[src/rtl/median3x3_stream_if.sv]
// Column-in / median-out stream bundle for median3x3_stream.
// The master side feeds columns and accepts medians; the slave side is the filter core.
interface median3x3_stream_if #(
  parameter int WIDTH = 8
);
  logic             in_valid;
  logic             in_ready;
  logic             in_sol;
  logic [WIDTH-1:0] in_col_t;
  logic [WIDTH-1:0] in_col_m;
  logic [WIDTH-1:0] in_col_b;
  logic             out_valid;
  logic             out_ready;
  logic             out_sol;
  logic [WIDTH-1:0] out_median;

  modport master (
    output in_valid, in_sol, in_col_t, in_col_m, in_col_b, out_ready,
    input  in_ready, out_valid, out_sol, out_median
  );

  modport slave (
    input  in_valid, in_sol, in_col_t, in_col_m, in_col_b, out_ready,
    output in_ready, out_valid, out_sol, out_median
  );
endinterface

[src/rtl/median3x3_stream.sv]
// Streaming 3x3 median: sort each incoming column, reduce the three-column window,
// then take the median of three; every stage stalls together on output backpressure.
module median3x3_stream #(
  parameter int WIDTH     = 8,
  parameter bit REPLICATE = 1'b1
) (
  input logic               clk,
  input logic               rst_n,
  median3x3_stream_if.slave bus
);

  typedef logic [WIDTH-1:0] pix_t;
  typedef struct packed {
    pix_t lo;
    pix_t mid;
    pix_t hi;
  } col_t;

  function automatic pix_t max2(input pix_t a, input pix_t b);
    return (a > b) ? a : b;
  endfunction

  function automatic pix_t min2(input pix_t a, input pix_t b);
    return (a < b) ? a : b;
  endfunction

  function automatic pix_t max3(input pix_t a, input pix_t b, input pix_t c);
    return max2(max2(a, b), c);
  endfunction

  function automatic pix_t min3(input pix_t a, input pix_t b, input pix_t c);
    return min2(min2(a, b), c);
  endfunction

  function automatic pix_t med3(input pix_t a, input pix_t b, input pix_t c);
    return max2(min2(a, b), min2(max2(a, b), c));
  endfunction

  // Three compare-exchange cells: (0,1), (1,2), (0,1).
  function automatic col_t sort3(input pix_t a, input pix_t b, input pix_t c);
    pix_t x0;
    pix_t x1;
    pix_t x2;
    pix_t tmp;
    col_t r;
    x0 = a;
    x1 = b;
    x2 = c;
    if (x0 > x1) begin tmp = x0; x0 = x1; x1 = tmp; end
    if (x1 > x2) begin tmp = x1; x1 = x2; x2 = tmp; end
    if (x0 > x1) begin tmp = x0; x0 = x1; x1 = tmp; end
    r.lo  = x0;
    r.mid = x1;
    r.hi  = x2;
    return r;
  endfunction

  logic       adv;
  logic       accept;
  logic [1:0] col_count;
  logic [1:0] count_next;
  logic       first_full;
  col_t       col_sorted;
  col_t       h0;
  col_t       h1;
  col_t       h2;
  logic       s1_valid;
  logic       s1_sol;
  pix_t       s2_lo_max;
  pix_t       s2_mid_med;
  pix_t       s2_hi_min;
  logic       s2_valid;
  logic       s2_sol;
  pix_t       out_median_q;
  logic       out_valid_q;
  logic       out_sol_q;

  assign adv            = !out_valid_q || bus.out_ready;
  assign accept         = bus.in_valid && adv;
  assign bus.in_ready   = adv;
  assign bus.out_valid  = out_valid_q;
  assign bus.out_sol    = out_sol_q;
  assign bus.out_median = out_median_q;

  // first_full marks the accept that brings a line to three held columns,
  // which is where a non-replicating line emits its first output.
  always_comb begin
    col_sorted = sort3(bus.in_col_t, bus.in_col_m, bus.in_col_b);
    if (bus.in_sol) begin
      count_next = 2'd1;
    end else if (col_count == 2'd3) begin
      count_next = 2'd3;
    end else begin
      count_next = col_count + 2'd1;
    end
    first_full = (count_next == 2'd3) && (col_count != 2'd3);
  end

  always_ff @(posedge clk) begin
    if (!rst_n) begin
      h0        <= '0;
      h1        <= '0;
      h2        <= '0;
      col_count <= 2'd0;
      s1_valid  <= 1'b0;
      s1_sol    <= 1'b0;
    end else if (adv) begin
      s1_valid <= accept && (REPLICATE || (count_next == 2'd3));
      s1_sol   <= accept && (REPLICATE ? bus.in_sol : first_full);
      if (accept) begin
        col_count <= count_next;
        if (REPLICATE && bus.in_sol) begin
          h2 <= col_sorted;
          h1 <= col_sorted;
          h0 <= col_sorted;
        end else begin
          h2 <= h1;
          h1 <= h0;
          h0 <= col_sorted;
        end
      end
    end
  end

  // With every column sorted, the window median lies between the largest low,
  // the median of the mids and the smallest high.
  always_ff @(posedge clk) begin
    if (!rst_n) begin
      s2_lo_max  <= '0;
      s2_mid_med <= '0;
      s2_hi_min  <= '0;
      s2_valid   <= 1'b0;
      s2_sol     <= 1'b0;
    end else if (adv) begin
      s2_lo_max  <= max3(h2.lo, h1.lo, h0.lo);
      s2_mid_med <= med3(h2.mid, h1.mid, h0.mid);
      s2_hi_min  <= min3(h2.hi, h1.hi, h0.hi);
      s2_valid   <= s1_valid;
      s2_sol     <= s1_sol;
    end
  end

  always_ff @(posedge clk) begin
    if (!rst_n) begin
      out_median_q <= '0;
      out_valid_q  <= 1'b0;
      out_sol_q    <= 1'b0;
    end else if (adv) begin
      out_median_q <= med3(s2_lo_max, s2_mid_med, s2_hi_min);
      out_valid_q  <= s2_valid;
      out_sol_q    <= s2_sol;
    end
  end

endmodule

[src/flat_wrapper.sv]
// flat-port wrapper written by rule: the top's interface ports become plain ports
module median3x3_stream_flat 
#(
  parameter int WIDTH     = 8,
  parameter bit REPLICATE = 1'b1
)
  (clk, rst_n, bus_in_valid, bus_in_sol, bus_in_col_t, bus_in_col_m, bus_in_col_b, bus_out_ready, bus_in_ready, bus_out_valid, bus_out_sol, bus_out_median);
  median3x3_stream_if #(.WIDTH(WIDTH)) bus_i ();
  input logic clk;
  input logic rst_n;
  input wire logic [$bits(bus_i.in_valid)-1:0] bus_in_valid;
  input wire logic [$bits(bus_i.in_sol)-1:0] bus_in_sol;
  input wire logic [$bits(bus_i.in_col_t)-1:0] bus_in_col_t;
  input wire logic [$bits(bus_i.in_col_m)-1:0] bus_in_col_m;
  input wire logic [$bits(bus_i.in_col_b)-1:0] bus_in_col_b;
  input wire logic [$bits(bus_i.out_ready)-1:0] bus_out_ready;
  output wire logic [$bits(bus_i.in_ready)-1:0] bus_in_ready;
  output wire logic [$bits(bus_i.out_valid)-1:0] bus_out_valid;
  output wire logic [$bits(bus_i.out_sol)-1:0] bus_out_sol;
  output wire logic [$bits(bus_i.out_median)-1:0] bus_out_median;
  assign bus_i.in_valid = bus_in_valid;
  assign bus_i.in_sol = bus_in_sol;
  assign bus_i.in_col_t = bus_in_col_t;
  assign bus_i.in_col_m = bus_in_col_m;
  assign bus_i.in_col_b = bus_in_col_b;
  assign bus_i.out_ready = bus_out_ready;
  assign bus_in_ready = bus_i.in_ready;
  assign bus_out_valid = bus_i.out_valid;
  assign bus_out_sol = bus_i.out_sol;
  assign bus_out_median = bus_i.out_median;
  median3x3_stream #(.WIDTH(WIDTH), .REPLICATE(REPLICATE)) u_core (.clk(clk), .rst_n(rst_n), .bus(bus_i));
endmodule
[config.mk]
export PLATFORM = sky130hd
export DESIGN_NAME = median3x3_stream_flat
export DESIGN_NICKNAME = d
export VERILOG_FILES = /design/src/rtl/median3x3_stream_if.sv /design/src/rtl/median3x3_stream.sv /design/src/flat_wrapper.sv
export SDC_FILE = /design/constraint.sdc
export NUM_CORES = 1
export LEC_CHECK = 0
export BUFFER_PORTS_ARGS = -buffer_cell sky130_fd_sc_hd__buf_2
export CAP_MARGIN = 20
export CORE_ASPECT_RATIO = 0.8
export CORE_UTILIZATION = 58
export CTS_BUF_LIST = sky130_fd_sc_hd__clkbuf_4
export CTS_CLUSTER_SIZE = 14
export DETAILED_ROUTE_END_ITERATION = 7
export HOLD_SLACK_MARGIN = 0.12
export PLACE_DENSITY = 0.79
export SLEW_MARGIN = 20
export SYNTH_ARGS = -nofsm -noshare
export SYNTH_HDL_FRONTEND = slang
export SYNTH_SLANG_ARGS = --single-unit
[constraint.sdc]
create_clock -name clk -period 5.16 [get_ports clk]
set_input_delay 0.258 -clock clk [delete_from_list [all_inputs] [get_ports clk]]
set_output_delay 0.258 -clock clk [all_outputs]
set_load 0.1 [all_outputs]
-- Word level (Yosys, flattened, before mapping)
Index checks and enable logic that the tools add are counted.
- reductions and logical operators: 5
- multiplexer cells: 20
- order comparisons: 15
- operators by type and width (cell ; count):
    $mux 8 ; 18
    $gt 8x8->1 ; 9
    $lt 8x8->1 ; 6
    $mux 24 ; 2
    $logic_and 1x1->1 ; 2
    $reduce_and 2->1 ; 1
    $logic_not 1->1 ; 1
    $logic_or 1x1->1 ; 1
- input port bits: 29
- bits in registers: 110
- logic and storage cells: 59
- output and inout bits: 11

-- Depth between registers and ports, before layout
- depth after elaboration: 7
- depth in mapped cells: 30
- mapped depth without buffers: 25

-- Least setup slack after synthesis
No wires, ideal clock.
- kind: register -> register
- from: register u_core.h1[9] in the netlist's numbering
- to: register u_core.s2_mid_med[4]
- library setup time: 79 ps
- arrival: 4915 ps
- data required time: 5081 ps
- clock period less this slack: 4994 ps
- stages on the path, launching flop included: 25
- slack: 166 ps
- buffers on the path: 2
- cell sequence: dfxtp_1 > inv_1 > ha_1 > nor2b_1 > o211ai_1 > a21oi_1 > o21bai_2 > mux2_2 > ha_1 > a21o_1 > a21o_1 > a21oi_1 > o211ai_1 > o32ai_2 > buf_4 > mux2i_1 > ha_1 > a21o_1 > a21o_1 > o21ai_0 > nor2b_1 > a21o_1 > clkbuf_1 > nand2_1 > o211ai_1
- word-level cells in the longest chain between the ends: 6
- elaborated cells between the ends (all ways): 8
- those cells by class: order compare: 4; mux: 4
- RTL lines (item ; line ; RTL):
    from (decl) ; median3x3_stream.sv:65 ; col_t h1;
    from (signal assigned) ; median3x3_stream.sv:114 ; h1 <= col_sorted;
    $gt 8x8->1 ; median3x3_stream.sv:20 ; return (a > b) ? a : b;
    $mux 8 ; median3x3_stream.sv:20 ;
    $lt 8x8->1 ; median3x3_stream.sv:24 ; return (a < b) ? a : b;
    $mux 8 ; median3x3_stream.sv:24 ;
    $gt 8x8->1 ; median3x3_stream.sv:20 ;
    $mux 8 * ; median3x3_stream.sv:20 ;
    to (signal assigned) ; median3x3_stream.sv:136 ; s2_mid_med <= med3(h2.mid, h1.mid, h0.mid);
    to (decl) ; median3x3_stream.sv:70 ; pix_t s2_mid_med;
Mark *: on every way between the ends. The rest lies on a longest branch, timed or not.
A chain may end at the register's enable or synchronous reset.

-- Worst setup path after layout
- from: register u_core.h1[15] in the netlist's numbering
- to: register u_core.s2_mid_med[0]
Same word-level chain as after synthesis.

==> run summary <==
status -> completed
worst slew pin tran -> 1040 ps
Mapped Cells -> 1033
vias per cell -> 6.20
endpoint type of the worst setup path -> register
Synth async-reset ratio -> 0
Power Density -> 524 nW/um^2
Min Clock Period, post-route -> 5040 ps
CTS Root Cell -> clkbuf_4
Sink Count -> 110
Core Footprint -> 14300 sq um
YS warnings -> 0
delay-heaviest family, CP -> compound AO/OA/AOI/OAI gates
Clock Latency Late Sink -> 530 ps
Critical Path RT -> 5610 ps
most numerous cell in the Yosys netlist -> dfxtp_1
leading post-synthesis cells by cell area -> dfxtp_1 26%, ha_1 15%, a21oi_1 5.1%
routed len/inst -> 17.6 um
Seq cells post-synth -> 110
gpl congestion -> 0.952
Seq pwr share -> 0.227
ratio of cells with drive above 1 in the final layout -> 0.217
kind of critical path -> reg2reg
vias in the first global route -> 7051
Post-route DRC -> 0
sequential cell area fraction in the yosys report -> 0.259
CTS max path bufs -> 2
dpl hpwl -> 16600 um
Die Width -> 137 um
grt ovf -> 0
Tcrit/Tclk final -> 0.976
Antenna Nets Post-Route -> 0
die area -> 15100 sq um
VDD IR-drop max -> 0.389 mV
DRT iter0 DRCs -> 703
Slew Viols, Final -> 0
Net Sw Power -> 0.00231 W
Fin. Hold Viols -> 0
Static Leakage -> 4.19 nW
DR pass1 iterations -> 5
CTS Buf Count -> 9
final WL -> 22500 um
sw frac -> 0.467
initial antenna violation count -> 1
Port Buffer Count -> 39
Setup WS pre-CTS -> -198 ps
Top FF cell, synth -> dfxtp_1
Slew headroom -> 0.307
CP Max Fanout -> 8
FMAX -> 198 MHz
worst min path class -> in2reg
crit-path max cell delay -> 420 ps
Worst Path Buf+Inv -> 3
Crit path arrival time -> 5490 ps
max_cap viols -> 0
Final Skew -> 23.3 ps
P&R area growth vs syn -> 11.3%
CTS tree -> yes
row cnt -> 39
Die Y -> 110 um
startpoint types -> register
NumNets Final -> 1219
pin count of the biggest net entering global routing -> 103
final setup fails -> 0
Via Count -> 7935
total track usage -> 0.304
Post-synth top cells -> 110 x dfxtp_1, 100 x ha_1, 92 x inv_1
# H-tree levels -> 3
crit path cell chain -> inv_1 -> ha_1 -> nand4_1 -> nor2_1 -> o21bai_4 -> buf_6 -> mux2_2 -> ha_4 -> a21o_1 -> a21oi_2 -> o211ai_1 -> o32ai_2 -> buf_4 -> mux2i_1 -> ha_1 -> nor2b_1 -> o21a_1 -> o21a_1 -> o21ai_2 -> a211oi_4 -> nor2b_1 -> a221o_1
syn_nets -> 1162
Worst-path clk slew -> 190 ps
number of synthesized flops with an enable pin -> 0
Synth Cell Area -> 8490 sq um
internal power -> 0.00264 W
slowest CP cell -> dfxtp_1
global-route wire length before repair -> 35500 um
Clk pwr share -> 0.096
area leader, netlist -> dfxtp_1
syn avg cell area -> 8.22 sq um
effective utilization at floorplan -> 0.594
Final WS setup -> 122 ps
Yosys cell types -> 70
Comb power frac -> 0.677
Hold WS -> 143 ps
top-area cell type share of the netlist area -> 0.259
I/O pins -> 40
-- area by class of cell --
| class | count | area (sq um) |
|---|---|---|
| Clock buffer | 10 | 75.1 |
| Timing Repair Buffer | 102 | 691 |
| Fill cell | 1209 | 4850 |
| Clock inverter | 5 | 66.3 |
| Multi-Input combinational cell | 773 | 5820 |
| Antenna cell | 1 | 2.50 |
| Sequential cell | 110 | 2210 |
| Tap cell | 184 | 230 |
| Inverter | 94 | 353 |
-- cells by family (layout without fill, tap and decap cells) --
group,Yosys count,in the layout,share of synthesized area
compound gates,364,365,0.310
fa+ha+maj,100,100,0.147
buf+inv,151,211,0.0734
flops,110,110,0.259
mux,49,49,0.0642
other cells,0,1,0
simple gates,259,259,0.146
-- metrics by stage --
stage          instance area (sq um)  utilization  std cells  total power (W)  TNS (ps)
6_report                        9450        0.661       1279          0.00495         0
3_3_place_gp                    9020        0.631       1247          0.00395      -341
5_1_grt                         9450        0.661       1279          0.00532      -837
3_5_place_dp                    9020        0.631       1247          0.00403     -1550
2_1_floorplan                   8490            -       1033          0.00336         0
4_1_cts                         9180        0.642       1263          0.00453         0
-- placed cells by master, fill, tap and decap left out, drive strengths merged, types with 3 or more instances in the layout --
cell	instances
o221a	26
nand3	33
nand2	91
and3	6
and2	6
a21boi	17
inv	96
o21a	18
a2111o	6
clkbuf	10
nor3	7
nand4	20
a221o	10
mux2	29
a22oi	10
a211oi	14
a2111oi	6
ha	100
o221ai	9
mux2i	20
o21ai	83
o21bai	3
o211a	4
nor2	63
nand2b	4
nor2b	22
a21oi	89
buf	101
a21o	22
dfxtp	110
a31o	8
o211ai	28
-- flip-flops by register name (all words and copies together) (netlist names) --
register	count
u_core.bus.out_median	8
u_core.h0	24
u_core.s2_valid	1
u_core.h2	24
u_core.bus.out_sol	1
u_core.h1	24
u_core.s2_sol	1
u_core.s2_mid_med	8
u_core.s1_valid	1
u_core.s2_hi_min	8
u_core.s2_lo_max	8
u_core.bus.out_valid	1
u_core.s1_sol	1
-- power by group through the flow --
stage,Clock (W),Sequential (W),Combinational [W]
after floorplan,0,0.00114,0.00222
after global placement,0,0.00113,0.00282
after detailed placement,0,0.00113,0.00290
after CTS,0.000479,0.00111,0.00293
after global routing,0.000510,0.00114,0.00367
final,0.000475,0.00112,0.00335
-- final timing paths --
check,startpoint,to,slack [ps],cells past startpoint
worst max register to register,u_core.h1[15]$_SDFFE_PN0P_,u_core.s2_mid_med[0]$_SDFFE_PN0N_,120,22
worst max-delay path,u_core.h1[15]$_SDFFE_PN0P_,u_core.s2_mid_med[0]$_SDFFE_PN0N_,120,22
worst min register to register,u_core.s1_sol$_SDFFE_PN0N_,u_core.s1_sol$_SDFFE_PN0N_,480,2
worst min-delay path,rst_n,u_core.bus.out_median[3]$_SDFFE_PN0N_,140,3
-- worst min-delay path, cell delays in order --
cell and delay (ps):
buf_2 120, nand3_2 130, o221ai_1 130
-- routing by layer --
| metal | wire (um) | track usage |
|---|---|---|
| met1 | 10600 | 0.419 |
| met3 | 1350 | 0.0549 |
| met4 | 686 | 0.110 |
| met5 | 0 | 0 |
| met2 | 9870 | 0.472 |
-- what timing repair did --
| action | 4_1_cts | 5_1_grt |
|---|---|---|
| hold endpoints to repair | 1 | 0 |
| cloned | 0 | 1 |
| pin swaps | 3 | 13 |
| setup endpoints to repair | 8 | 16 |
| resized for setup | 6 | 32 |
| buffers inserted | 0 | 15 |
| hold buffers | 1 | 0 |
No activity file was read; power rests on OpenSTA's default activity.
